<file path="src/rtl/pcie_tx_source.sv">
// pcie_tx_source
//   Transmit-side feeder for the PCIe transaction block. Host words are
//   buffered in a small FIFO. They are forwarded one per cycle on
//   data_in_principal/push while the transaction block is active and is
//   not applying back-pressure.
//
//   Optional feature: define TX_PAUSE_CNT_EN to add the pause_cycles
//   output. It counts cycles spent in PAUSE while the FIFO is non-empty
//   and saturates at 16'hFFFF. Only reset clears it.
//
// Ports:
//   clk               single clock, rising edge
//   reset_L           asynchronous active-low reset
//   init              enable; low stops pushing but keeps FIFO contents
//   active_in         transaction block active_out; pushing only while high
//   Pausa_MF          back-pressure from the transaction block main FIFO
//   wr_en/wr_data     host write strobe and word
//   wr_full           FIFO full (combinational from occupancy)
//   wr_err            one-cycle pulse when a write hits a full FIFO
//   data_in_principal registered word to the transaction block
//   push              registered push strobe to the transaction block
//   fifo_count        occupancy, 0..DEPTH
//   tx_count          words pushed, wraps modulo 256
//   state_out         FSM state (IDLE=00, SEND=01, PAUSE=10)
//
// Handshake: push is a valid-only strobe with no ready return. Each cycle
// with push=1 transfers exactly one word on data_in_principal. Flow control
// comes only from Pausa_MF. A Pausa_MF rise at edge k stops push from
// cycle k+1. The word already launched at edge k is absorbed by the
// downstream threshold.

module pcie_tx_source #(
  parameter int DATA_W = 6,
  parameter int DEPTH  = 8,
  parameter int ADDR_W = 3
) (
  input  logic              clk,
  input  logic              reset_L,
  input  logic              init,
  input  logic              active_in,
  input  logic              Pausa_MF,
  input  logic              wr_en,
  input  logic [DATA_W-1:0] wr_data,
  output logic              wr_full,
  output logic              wr_err,
  output logic [DATA_W-1:0] data_in_principal,
  output logic              push,
  output logic [ADDR_W:0]   fifo_count,
  output logic [7:0]        tx_count,
  output logic [1:0]        state_out
`ifdef TX_PAUSE_CNT_EN
  ,
  output logic [15:0]       pause_cycles
`endif
);

  typedef enum logic [1:0] {
    IDLE  = 2'b00,
    SEND  = 2'b01,
    PAUSE = 2'b10
  } state_t;

  localparam logic [ADDR_W:0] FULL_CNT = DEPTH[ADDR_W:0];

  state_t              r_state;
  logic [DATA_W-1:0]   r_mem [DEPTH];
  logic [ADDR_W-1:0]   r_wr_ptr;
  logic [ADDR_W-1:0]   r_rd_ptr;
  logic [ADDR_W:0]     r_count;
  logic                r_push;
  logic [DATA_W-1:0]   r_data;
  logic [7:0]          r_tx_count;
  logic                r_wr_err;

  logic w_run;
  logic w_empty;
  logic w_full;
  logic w_wr_acc;
  logic w_pop;

  // init and active_in both high: the link may carry traffic at all.
  assign w_run    = init & active_in;
  assign w_empty  = (r_count == '0);
  assign w_full   = (r_count == FULL_CNT);
  // The write decision uses pre-edge occupancy. A pop at the same edge
  // does not make room for a write into a full FIFO.
  assign w_wr_acc = wr_en & ~w_full;
  assign w_pop    = (r_state == SEND) & ~Pausa_MF & w_run & ~w_empty;

  // FIFO storage. No reset is needed because fifo_count alone decides
  // which entries are valid.
  always_ff @(posedge clk) begin
    if (w_wr_acc) begin
      r_mem[r_wr_ptr] <= wr_data;
    end
  end

  // Pointers and occupancy. A simultaneous write and pop leaves the count unchanged.
  always_ff @(posedge clk or negedge reset_L) begin
    if (!reset_L) begin
      r_wr_ptr <= '0;
      r_rd_ptr <= '0;
      r_count  <= '0;
      r_wr_err <= 1'b0;
    end else begin
      r_wr_err <= wr_en & w_full;
      if (w_wr_acc) begin
        r_wr_ptr <= r_wr_ptr + ADDR_W'(1);
      end
      if (w_pop) begin
        r_rd_ptr <= r_rd_ptr + ADDR_W'(1);
      end
      if (w_wr_acc && !w_pop) begin
        r_count <= r_count + (ADDR_W+1)'(1);
      end else if (!w_wr_acc && w_pop) begin
        r_count <= r_count - (ADDR_W+1)'(1);
      end
    end
  end

  // Control FSM with registered push, data and transmit counter.
  // Dropping init or active_in overrides every other transition.
  always_ff @(posedge clk or negedge reset_L) begin
    if (!reset_L) begin
      r_state    <= IDLE;
      r_push     <= 1'b0;
      r_data     <= '0;
      r_tx_count <= '0;
    end else begin
      if (!w_run) begin
        r_state <= IDLE;
      end else begin
        case (r_state)
          IDLE:    r_state <= SEND;
          SEND:    r_state <= Pausa_MF ? PAUSE : SEND;
          PAUSE:   r_state <= Pausa_MF ? PAUSE : SEND;
          default: r_state <= IDLE;
        endcase
      end

      r_push <= w_pop;
      if (w_pop) begin
        r_data     <= r_mem[r_rd_ptr];
        r_tx_count <= r_tx_count + 8'd1;
      end
    end
  end

`ifdef TX_PAUSE_CNT_EN
  logic [15:0] r_pause_cycles;

  always_ff @(posedge clk or negedge reset_L) begin
    if (!reset_L) begin
      r_pause_cycles <= '0;
    end else if ((r_state == PAUSE) && !w_empty && (r_pause_cycles != 16'hFFFF)) begin
      r_pause_cycles <= r_pause_cycles + 16'd1;
    end
  end

  assign pause_cycles = r_pause_cycles;
`endif

  assign wr_full           = w_full;
  assign wr_err            = r_wr_err;
  assign data_in_principal = r_data;
  assign push              = r_push;
  assign fifo_count        = r_count;
  assign tx_count          = r_tx_count;
  assign state_out         = r_state;

endmodule

</file>
<file path="config.mk">
export PLATFORM = sky130hd
export DESIGN_NAME = pcie_tx_source
export DESIGN_NICKNAME = d
export VERILOG_FILES = /design/src/rtl/pcie_tx_source.sv
export SDC_FILE = /design/constraint.sdc
export NUM_CORES = 1
export LEC_CHECK = 0
export BUFFER_PORTS_ARGS = -buffer_cell sky130_fd_sc_hd__buf_2
export CAP_MARGIN = 20
export CORE_ASPECT_RATIO = 1.25
export CORE_UTILIZATION = 45
export DETAILED_ROUTE_END_ITERATION = 10
export GPL_ROUTABILITY_DRIVEN = 0
export SLEW_MARGIN = 25
export SYNTH_ARGS = -nofsm -noshare
export SYNTH_HDL_FRONTEND = slang
export SYNTH_SLANG_ARGS = --single-unit
</file>
<file path="constraint.sdc">
create_clock -name clk -period 6.71 [get_ports clk]
set_clock_uncertainty 0.2 [all_clocks]
set_input_delay 1.0065 -clock clk [delete_from_list [all_inputs] [get_ports clk]]
set_output_delay 1.0065 -clock clk [all_outputs]
set_load 0.005 [all_outputs]
</file>
# After elaboration in Yosys (flattened, before gate mapping)
# Memories as Yosys holds them, arrays and structs flattened. A register that Yosys moved wholly into a read port is not among the register bits.
# Index checks and enable logic that the tools add are counted.
totals:
  ff_bits: 22
  ramBits: 48
  in_bits: 12
  out_inout_bits: 23
  word_cells: 41
  memories: 1
classes:
  addsub: 5
  n_eq_ne: 3
  n_mux: 7
  bitwise_logic: 9
  reduce_logical: 9
memory_table:
  columns: ["name", "words", "word_bits", "read_ports", "rd_clocked_by_memory_dff", "write_ports", "line", "rtl"]
  rows:
  - ["r_mem", 8, 6, 1, 1, 1, "66", "logic [DATA_W-1:0] r_mem [DEPTH];"]
ops:
  columns: ["op", "n"]
  rows:
  - ["$add A8 B1 Y8 const B", 1]
  - ["$mux W4", 2]
  - ["$add A3 B1 Y3 const B", 2]
  - ["$and A1 B1 Y1", 6]
  - ["$add A4 B1 Y4 const B", 1]
  - ["$eq A4 B4 Y1 const B", 1]
  - ["$logic_not A4 Y1", 1]
  - ["$mux W2", 2]
  - ["$pmux W2 S2", 1]
  - ["$sub A4 B1 Y4 const B", 1]
  - ["$logic_not A1 Y1", 3]
  - ["$not A1 Y1", 3]
  - ["$eq A2 B1 Y1 const B", 1]
  - ["$eq A2 B2 Y1 const B", 1]
  - ["$logic_and A1 B1 Y1", 2]
  - ["$logic_not A2 Y1", 1]
  - ["$mux W1", 2]
  - ["$reduce_bool A2 Y1", 1]
  - ["$reduce_or A2 Y1", 1]

# Longest topological paths before layout
# Gate-level depths: netlist of run 1.
depth:
  depth_word: 7
  depth_mapped: 11
  ltp_nobuf: 11

# Worst setup path after synthesis of run 1
# Ideal clock, no wire load.
synth_path:
  kind: "input port to flip-flop"
  start: "input port init"
  end: "register r_count[3], in the netlist fifo_count[3]"
  setup_ps: 136
  arrival_time_ps: 2919
  required_ps: 6374
  slack_ps: 3455
  path_stages: 9
  path_buffers: 1
  cell_sequence: "nand2_1 > or4b_1 > buf_6 > ha_1 > inv_1 > ha_1 > a21o_1 > a2111oi_0 > o31ai_1"
synth_via:
  elab_chain_len: 6
  word_cells_on_any_way: 8
  classes_between: "1 x mux; 3 x bitwise; 4 x reduce/logical"
synth_rtl:
  columns: ["item", "line", "rtl"]
  rows:
  - ["from (decl)", "39", "input logic init,"]
  - ["$and A1 B1 Y1 (*)", "82", "assign w_run = init & active_in;"]
  - ["$and A1 B1 Y1 (*) (2 in a row)", "88", "assign w_pop = (r_state == SEND) & ~Pausa_MF & w_run & ~w_empty;"]
  - ["$logic_not A1 Y1", "113", "if (w_wr_acc && !w_pop) begin"]
  - ["$logic_and A1 B1 Y1", "113", null]
  - ["$mux W4 or $reduce_bool A2 Y1 (tied branches)", null, null]
  - ["to (signal assigned)", "114", "r_count <= r_count + (ADDR_W+1)'(1);"]
  - ["to (signal assigned)", "116", "r_count <= r_count - (ADDR_W+1)'(1);"]
  - ["to (decl)", "69", "logic [ADDR_W:0] r_count;"]
# Mark *: on every way between the ends. The rest lies on a longest branch, timed or not.
# A chain may end at the register's enable or synchronous reset.

# Final worst setup path of run 1
layout_path:
  start: "input port Pausa_MF"
  end: "register r_count[3], in the netlist fifo_count[3]"
layout_via:
  elab_chain_len: 7
  word_cells_on_any_way: 9
  classes_between: "1 x mux; 4 x bitwise; 4 x reduce/logical"
layout_rtl:
  columns: ["item", "line", "rtl"]
  rows:
  - ["from (decl)", "41", "input logic Pausa_MF,"]
  - ["$not A1 Y1 (*)", "88", null]
  - ["$and A1 B1 Y1 (*) (3 in a row)", "88", null]
  - ["$logic_not A1 Y1", "113", null]
  - ["$logic_and A1 B1 Y1", "113", null]
  - ["$mux W4 or $reduce_bool A2 Y1 (tied branches)", null, null]
# Marks and branches as above.

==> results of run 1 <==
-- per-stage QoR --
| step | hold WS [ns] | total power (W) | utilization [%] |
|---|---|---|---|
| after detailed placement | 0.2631 | 0.001069 | 50.89 |
| after global routing | 0.3087 | 0.001489 | 54.09 |
| after CTS | 0.2765 | 0.001416 | 53.87 |
| after global placement | 0.2603 | 0.001057 | 50.82 |
| after floorplan | 0.2683 | 0.0009398 | - |
| final | 0.2668 | 0.001395 | 54.09 |
-- state kept, by name (all words and copies together), names as in the netlist --
register and cells:
r_rd_ptr 3, state_out 2, wr_err 1, fifo_count 4, r_mem 48, data_in_principal 6, push 1, tx_count 8
r_wr_ptr 3
-- area by class of cell --
| class | count | area, µm² | share of cell area [%] |
|---|---|---|---|
| multi-input cells | 103 | 945.9 | 26.30 |
| clock inverters | 7 | 73.82 | 2.053 |
| clock buffers | 9 | 123.9 | 3.445 |
| repair buffers | 34 | 170.2 | 4.732 |
| well taps | 87 | 108.9 | 3.027 |
| inverters | 7 | 31.28 | 0.8699 |
| flip-flops and latches | 76 | 2142 | 59.57 |
-- power by group --
part           switching, W  internal [W]
registers          0.000112      0.000599
logic              0.000152      0.000191
clock network      0.000167      0.000173
total              0.000432      0.000963
-- final timing paths --
check	start	endpoint	slack [ns]	cells after the start
setup / recovery	Pausa_MF	fifo_count[3]	3.49	8
hold / removal	tx_count[7]	tx_count[7]	0.27	1
setup reg to reg	fifo_count[0]	fifo_count[3]	3.67	10
hold reg to reg	tx_count[7]	tx_count[7]	0.27	1
max in group asynchronous	reset_L	tx_count[4]	5.44	1
min in group asynchronous	reset_L	tx_count[2]	0.47	1
-- Yosys cell counts, drive strengths merged --
master | n | area (µm²)
and3 | 2 | 12.51
o31ai | 1 | 7.510
inv | 7 | 31.28
ha | 9 | 112.6
mux2 | 4 | 45.04
nand2 | 11 | 41.29
nor3 | 9 | 45.04
nand4 | 4 | 25.02
a21o | 1 | 7.510
xor2 | 1 | 8.760
dfrtp | 28 | 700.7
nor4 | 2 | 12.51
a21oi | 8 | 40.04
nand2b | 3 | 18.77
nand3 | 1 | 5.000
a2111oi | 1 | 8.760
o21ai | 2 | 10.01
edfxtp | 48 | 1441
buf | 5 | 42.53
mux4 | 12 | 270.3
and2 | 1 | 6.260
fa | 1 | 20.02
or4b | 1 | 10.01
nor2 | 10 | 37.54
mux2i | 7 | 70.07
clkbuf | 2 | 7.510
xnor2 | 12 | 105.1
-- per-layer routing --
layer  part of all wire (%)  wire length, µm
met5                      0                0
met1                     46             2398
met3                    2.5              131
met4                    1.4               76
met2                     51             2661
-- critical path, cell delays in order --
cell       delay [ns]
buf_2            0.11
or4b_1           0.68
ha_1             0.30
inv_1            0.15
ha_1             0.26
a21o_1           0.19
a2111oi_0        0.41
o31ai_1          0.14
-- cell families after synthesis --
family,count (synthesis)
AOI/OAI and AO/OA,13
DFF,76
xor gates and xnor gates,13
adders and majority gates,10
muxes,23
buffers and inverters,14
and+or+nand+nor,44
==> reports/metrics.cfg, run 1 <==
[detailed_routing]
dr_total_vias = 1676
detail_route.vias_per_cell = 5.189
drt_iter0_markers = 77
drtAntennaViolNets = 0
wl_per_cell_um = 16.31
postRouteWirelength_mm = 5.267
drtPass1Iterations = 4
drc_errors = 0

[synth]
yosysSeqAreaShare_pct = 68.15
synth-simple-area-share_pct = 6.807
synth_mux_area_share_pct = 12.26
synth_xor_area_share_pct = 3.623
synth_warnings = 0
synth_cell_types = 32
syn_area_um2 = 3143
avgSynthCellArea_um2 = 16.29
synth_nets = 215
ys_seq_elements = 76
synthAdderAreaFrac_pct = 4.220
synth-compound-area-share_pct = 2.349
syn_inst = 193
synth_top_family_by_area = multiplexers

[layout]
layout_commonest_cell = edfxtp_1
antenna_cells = 0
syn_to_final_growth_pct = 14.41
fin_cells = 323
fin_area_um2 = 3596
final_cell_mix = edfxtp_1 (48), buf_2 (34), dfrtp_1 (28), mux4_2 (12), xnor2_1 (12)
nNetsFinal = 253
num-fill-cells = 550
layout-drive-gt1-share_pct = 30.08

[clocking]
cts_setup_buffers = 0
cts_root_buf = clkbuf_8
clkSinkCount = 76
postCtsResizedCells = 0
cts_tree = yes
htreeDepth = 3
cts_buffers = 9
clk_latency_ns = 0.34
cts_buffer_depth = 2
clk_pin_slew_ns = 0.08
ctsHoldBuffers = 0

[die]
die_h_um = 95.44
num_rows = 33
coreArea_um2 = 6648
dieArea_um2 = 7325
start_util_pct = 47.28
fp.dieW_um = 76.75
io_pins = 35

[sta]
setup_tns_ns = 0
fmax_mhz = 310.3
worst_pin_slew_ns = 0.8837
setup_violations = 0
fin_crit_sh_pct = 48.03
slew_viol_final = 0
post-route-min-period_ns = 3.223
hold_viol_final = 0
rsz0062_at_grt = no
slew_headroom_pct = 41.09
worst_slack_ns = 3.487

[placement]
place_inst = 307
io_buffer_count = 34
place_area_um2 = 3383
place_hpwl_mm = 3.443
place_ws_ns = 3.101

[global_routing]
use_met3_pct = 3.158
grt_max_degree = 29
grt_usage_pct = 16.17
grt_pass1_wl_mm = 8.418
grt_use_met1_pct = 19.74
antenna_found_initial = 0
busiest_layer = met2
grt.met2_usage_pct = 26.41
overflow = 0
first_global_vias = 1660

[worst_setup_path]
path_class = primary input to register
critPathArrivalTime_ns = 3.24
critPathLaunchType = primary input
required_ns = 6.72
end_kind = register
cp_max_fo = 5

[pwr]
p_per_area_nw_per_um2 = 387.9
ir_drop_mv = 0.2156
p_leak_nw = 1.381

[run_status]
status = finished clean

[min_path]
hp-class = register to register

[flow_run]
maxCapViolCount = 0

Power figures use the tool's default switching activity.
==> inputs of run 2 (changes only) <==
--- a/config.mk
+++ b/config.mk
@@ -5,6 +5,7 @@
 export SDC_FILE = /design/constraint.sdc
 export NUM_CORES = 1
 export LEC_CHECK = 0
+export ABC_AREA = 1
 export BUFFER_PORTS_ARGS = -buffer_cell sky130_fd_sc_hd__buf_2
 export CAP_MARGIN = 20
 export CORE_ASPECT_RATIO = 1.25
==> constraint.sdc (replaced) <==
create_clock -name clk -period 3.12 [get_ports clk]
set_clock_uncertainty 0.2 [all_clocks]
set_input_delay 0.468 -clock clk [delete_from_list [all_inputs] [get_ports clk]]
set_output_delay 0.468 -clock clk [all_outputs]
set_load 0.005 [all_outputs]
==> run 2 against run 1 <==
- combinational power grew to 2.9 times the previous value
- register-to-register slack got worse by 2.9 ns
- critical endpoint unchanged
- hold slack got worse by 0.12 ns
- wire length is 27% higher
- global-route usage grew 2.1 points
- via count up 45%
- critical path type is now register to register
- critical path depth increased by 4
- sequential share of layout area down 5.1 points
- final area rose by 9.4%
- clock power grew 120%
==> reports/metrics.cfg, run 2 <==
[run_status]
status = finished clean

[clocking]
clk_pin_slew_ns = 0.07  ; about the same
cts_buffer_depth = 2  ; unchanged
cts_root_buf = clkbuf_8
cts_setup_buffers = 0  ; unchanged
clk_latency_ns = 0.34  ; about the same
postCtsResizedCells = 0  ; unchanged
cts_buffers = 9  ; unchanged
ctsHoldBuffers = 1  ; +1
clkSinkCount = 76  ; unchanged
htreeDepth = 3  ; unchanged
cts_tree = yes

[die]
coreArea_um2 = 7488  ; +13%
dieArea_um2 = 8187  ; +12%
die_h_um = 100.9  ; +5.7%
start_util_pct = 47.03  ; -0.25 points
num_rows = 35  ; +6.1%
fp.dieW_um = 81.13  ; +5.7%
io_pins = 35  ; unchanged

[pwr]
ir_drop_mv = 0.4809  ; +120%
p_per_area_nw_per_um2 = 809.6  ; +110%
internal-power_w = 0.002058  ; +110%
power_switching_w = 0.001126  ; +160%
pwr-share-clk_pct = 23.2  ; -1.2 points
power_frac_comb_pct = 31.0  ; +6.4 points
p_leak_nw = 1.934  ; +40%
swShare_pct = 35.35  ; +4.4 points
seq_power_share_pct = 45.8  ; -5.2 points
power_w = 0.003184  ; +130%

[flow_run]
maxCapViolCount = 0  ; unchanged

[global_routing]
antenna_found_initial = 0  ; unchanged
grt_max_degree = 29  ; unchanged
overflow = 0  ; unchanged
grt_usage_pct = 18.31  ; +2.1 points
grt_pass1_wl_mm = 10.85  ; +29%
first_global_vias = 2212  ; +33%

[layout]
antenna_cells = 0  ; unchanged
multi_input_area_um2 = 1041  ; +10%
layout_commonest_cell = nand2_1
nNetsFinal = 427  ; +69%
syn_to_final_growth_pct = 11.65
final_cell_mix = nand2_1 (123), inv_1 (60), edfxtp_1 (48), nand3_1 (43), buf_2 (34)
layout-drive-gt1-share_pct = 14.88  ; -15 points
fin_area_um2 = 3933  ; +9.4%
num-fill-cells = 674  ; +23%
largest_register_ffs = 48  ; unchanged
register_area_um2 = 2142  ; unchanged
regMostFlops = r_mem

[placement]
place_hpwl_mm = 4.413  ; +28%
io_buffer_count = 34  ; unchanged
place_area_um2 = 3730  ; +10%

[synth]
synth.area.top_cells = edfxtp_1 (41%), dfrtp_1 (20%), nand2_1 (13%), inv_1 (6.4%), nand3_1 (6.1%)
yosysSeqAreaShare_pct = 60.82  ; -7.3 points
avgSynthCellArea_um2 = 9.597  ; -41%
synthTopCellsByCount = nand2_1 (123), inv_1 (60), edfxtp_1 (48)
yosysMostFrequentCell = nand2_1
async_reset_ff_share_pct = 36.84  ; unchanged
synth-edff-count = 48  ; unchanged
synthFlopType = edfxtp_1
syn_area_um2 = 3522  ; +12%
yosysTopAreaCell = edfxtp_1
synth_warnings = 0  ; unchanged
synth.top_cell.area_share_pct = 40.92  ; -4.9 points
synth_nets = 389  ; +81%
synth_cell_types = 25  ; -22%
syn_inst = 367  ; +90%
ys_seq_elements = 76  ; unchanged

[detailed_routing]
drtPass1Iterations = 4  ; unchanged
dr_total_vias = 2433  ; +45%
drc_errors = 0  ; unchanged
drtAntennaViolNets = 0  ; unchanged
wl_per_cell_um = 13.30  ; -18%
detail_route.vias_per_cell = 4.847  ; -6.6%
drt_iter0_markers = 193  ; +150%
postRouteWirelength_mm = 6.675  ; +27%

[worst_setup_path]
required_ns = 3.15  ; -3.57 ns
path_class = register to register
reg2reg_setup_slack_ns = 0.73  ; -2.94 ns
end_kind = register
critPathLaunchType = register
critPathArrivalTime_ns = 2.43  ; -0.81 ns
cp_max_fo = 6  ; +1

[sta]
fin_crit_sh_pct = 76.72
slew_headroom_pct = 49.90  ; +8.8 points
hold_viol_final = 0  ; unchanged
fmax_mhz = 417.8
post-route-min-period_ns = 2.394
slew_viol_final = 0  ; unchanged
setup_tns_ns = 0  ; unchanged
rsz0062_at_grt = no
worst_pin_slew_ns = 0.7487  ; -0.1350 ns
finalHoldWorstSlack_ns = 0.1511  ; -0.1156 ns
setup_violations = 0  ; unchanged

[min_path]
hp-class = primary input to register

-- run 2: cell count changes in the layout (fill, tap and decap cells not counted), sizes merged, moves of 5 or more --
cell   before  now
xnor2      12    5
mux4       12    0
a21oi       8    0
o21ai       2   11
nor3        9    1
mux2i       7    0
inv         9   63
nor2       10   15
nand2      11  125
nand3       1   43
-- run 2: worst max-delay path, cell delays in order, from the launching register on --
cell     delay [ns]
dfrtp_1        0.45
nor2_2         0.15
nand3_1        0.13
nand2_2        0.11
inv_2          0.06
ha_1           0.21
inv_1          0.13
ha_1           0.29
or2_2          0.32
nand3_1        0.09
nand2_1        0.06
nand2_1        0.05
nand2_1        0.04
-- run 2: final timing paths --
kind | startpoint | to | depth (start not counted)
max reg2reg | fifo_count[0] | fifo_count[3] | 12
min reg2reg | data_in_principal[3] | data_in_principal[3] | 2
min | wr_en | wr_err | 3
min in group asynchronous | reset_L | data_in_principal[4] | 2
max | fifo_count[0] | fifo_count[3] | 12
max in group asynchronous | reset_L | r_wr_ptr[2] | 2
-- run 2: cell families after synthesis --
family / synth area share [%]
buffers and inverters: 9.627
adder cells (fa/ha/maj): 3.766
flip-flops: 60.82
AO/OA/AOI/OAI: 1.670
AND/OR/NAND/NOR: 22.63
XOR/XNOR: 1.492
-- run 2: cell type report --
cell class / count / share of cell area [%]
Clock inverter: 5 / 1.304
Timing Repair Buffer: 38 / 5.154
Inverter: 63 / 6.077
Multi-Input combinational cell: 217 / 26.47
Clock buffer: 11 / 3.595
Sequential cell: 76 / 54.47
Tap cell: 92 / 2.927
-- run 2: metal layers --
metal | share of wire (%) | up-vias | global-route usage, %
met2 | 49 | 45 | 29.48
met5 | 0 | - | 0
met3 | 3.5 | 6 | 4.163
met4 | 1.4 | 0 | 7.692
met1 | 47 | 1153 | 23.56
li1 | - | 1229 | -
-- run 2: power groups by stage --
stage	clock, W	combinational (W)	sequential, W
floorplan	0	0.000760	0.00143
global placement	0	0.000973	0.00148
detailed placement	0	0.000986	0.00148
CTS	0.000756	0.000993	0.00146
global route	0.000807	0.00113	0.00149
finish	0.000737	0.000988	0.00146
-- run 2: through the flow --
stage                     setup WS [ns]  util (%)  std cells
after floorplan                  0.6820         -        367
after global placement           0.8169     49.81        485
after detailed placement         0.7505     49.81        485
after CTS                        0.7343     52.51        502
after global routing             0.5630     52.51        502
final                            0.7264     52.51        502
==> inputs of run 3 (changes only) <==
==> constraint.sdc (replaced) <==
create_clock -name clk -period 2.31 [get_ports clk]
set_clock_uncertainty 0.2 [all_clocks]
set_input_delay 0.3465 -clock clk [delete_from_list [all_inputs] [get_ports clk]]
set_output_delay 0.3465 -clock clk [all_outputs]
set_load 0.005 [all_outputs]
==> run 3 against run 2 <==
- die area stayed put
- combinational power is 50% higher
- critical path type unchanged
- hold slack worse by 0.12 ns
- largest power group unchanged
- via count is 2.1% higher
==> reports/metrics.cfg, run 3 (same netlist as run 2, synthesis figures left out) <==
[global_routing]
grt_pass1_wl_mm = 11.37  ; +4.8%
grt_max_degree = 29  ; unchanged
first_global_vias = 2332  ; +5.4%
grt_usage_pct = 19.11  ; +0.80 points
overflow = 0  ; unchanged
antenna_found_initial = 0  ; unchanged

[clocking]
htreeDepth = 3  ; unchanged
cts_setup_buffers = 0  ; unchanged
postCtsResizedCells = 0  ; unchanged
cts_root_buf = clkbuf_8
cts_buffers = 9  ; unchanged
clk_pin_slew_ns = 0.08  ; about the same
cts_buffer_depth = 2  ; unchanged
clk_latency_ns = 0.34  ; about the same
clkSinkCount = 76  ; unchanged
cts_tree = yes
ctsHoldBuffers = 1  ; unchanged

[min_path]
min_path_cells = 3  ; unchanged
hp-class = primary input to register

[sta]
setup_violations = 0  ; unchanged
rsz0062_at_grt = no
fmax_mhz = 470.8  ; +13%
hold_viol_final = 0  ; unchanged
worst_pin_slew_ns = 0.6945  ; -0.05421 ns
post-route-min-period_ns = 2.124  ; -0.2696 ns
setup_tns_ns = 0  ; unchanged
fin_crit_sh_pct = 91.95  ; +15 points
slew_headroom_pct = 53.70  ; +3.8 points
slew_viol_final = 0  ; unchanged

[die]
coreArea_um2 = 7488  ; unchanged
fp.dieW_um = 81.13  ; unchanged
die_h_um = 100.9  ; unchanged
dieArea_um2 = 8187  ; unchanged
io_pins = 35  ; unchanged
num_rows = 35  ; unchanged
start_util_pct = 47.03  ; unchanged

[worst_setup_path]
cp_max_fo = 4  ; -2
cpMostUsedCell = nand2_1
path_class = register to register
critPathLaunchType = register
path_depth = 14  ; +2
cpLargestDelayFamily = simple AND/OR/NAND/NOR gates
critPathArrivalTime_ns = 2.21  ; -0.22 ns
r2r_cells = 14  ; +2
crit_path_top_delay_cell = dfrtp_1
required_ns = 2.40  ; -0.75 ns
cpPeakStageDelay_ns = 0.40  ; -0.05 ns
end_kind = register
critPathBufInv = 2  ; unchanged
path_cells = inv_1 -> ha_2 -> nand2_1 -> nor2_1 -> nand2_2 -> ha_4 -> inv_4 -> ha_4 -> or2_4 -> nand2_1 -> nand3_1 -> nand2_1 -> nand2_1 -> nand2_1

[layout]
antenna_cells = 0  ; unchanged
layout_commonest_cell = nand2_1
largest_register_ffs = 48  ; unchanged
nNetsFinal = 439  ; +2.8%
syn_to_final_growth_pct = 15.67
layout-drive-gt1-share_pct = 18.48  ; +3.6 points
regMostFlops = r_mem
final_cell_mix = nand2_1 (123), inv_1 (59), edfxtp_1 (48), nand3_1 (43), buf_2 (34)

[detailed_routing]
detail_route.vias_per_cell = 4.833  ; -0.29%
drtPass1Iterations = 5  ; +1
wl_per_cell_um = 13.55  ; +1.9%
drtAntennaViolNets = 0  ; unchanged
dr_total_vias = 2484  ; +2.1%
drt_iter0_markers = 144  ; -25%
drc_errors = 0  ; unchanged
postRouteWirelength_mm = 6.966  ; +4.4%

[flow_run]
maxCapViolCount = 0  ; unchanged

[run_status]
status = finished clean

[placement]
io_buffer_count = 34  ; unchanged
place_hpwl_mm = 4.793  ; +8.6%

[pwr]
p_per_area_nw_per_um2 = 1101  ; +36%
p_leak_nw = 2.011  ; +4.0%
power_w = 0.004485  ; +41%
ir_drop_mv = 0.4953  ; +3.0%

-- run 3: cell type report --
class	count	area [µm²]
inverter	63	241.5
fill	677	3415
clock buffer	12	166.4
sequential	76	2142
clock inverter	4	45.04
multi-input combinational	217	1071
timing repair buffer	50	292.8
tap	92	115.1
-- run 3: layer usage --
layer,routed length (µm),vias to the layer above,track usage (%)
li1,-,1256,-
met1,3199,1171,24.78
met2,3436,45,31.42
met3,219,12,3.529
met4,110,0,7.418
met5,0,-,0
-- run 3: worst paths after layout --
check	startpoint	endpoint	slack (ns)
setup / recovery	state_out[1]	fifo_count[3]	0.19
hold / removal	wr_en	wr_err	0.03
setup reg to reg	state_out[1]	fifo_count[3]	0.19
hold reg to reg	data_in_principal[5]	data_in_principal[5]	0.28
max in group asynchronous	reset_L	r_wr_ptr[1]	1.08
min in group asynchronous	reset_L	tx_count[6]	0.38
-- run 3: through the flow --
| stage | cells | worst slack [ns] | cell area, µm² | util, % | hold slack, ns |
|---|---|---|---|---|---|
| floorplan | 367 | 0.02106 | 3555 | - | -0.1491 |
| global placement | 497 | 0.2191 | 3852 | 51.45 | 0.2078 |
| detailed placement | 497 | 0.1904 | 3852 | 51.45 | 0.2312 |
| CTS | 514 | 0.1717 | 4074 | 54.40 | 0.02411 |
| global route | 514 | 0.008775 | 4074 | 54.40 | 0.02953 |
| finish | 514 | 0.1860 | 4074 | 54.40 | 0.03026 |
-- run 3: worst min-delay path, cell delays in order --
cell,delay [ns]
buf_2,0.11
inv_1,0.04
nor2_1,0.04
-- run 3: power by group --
part,internal (W),switching [W]
clock,0.000590,0.000481
combinational,0.000601,0.000880
sequential,0.00174,0.000191
total,0.00293,0.00155
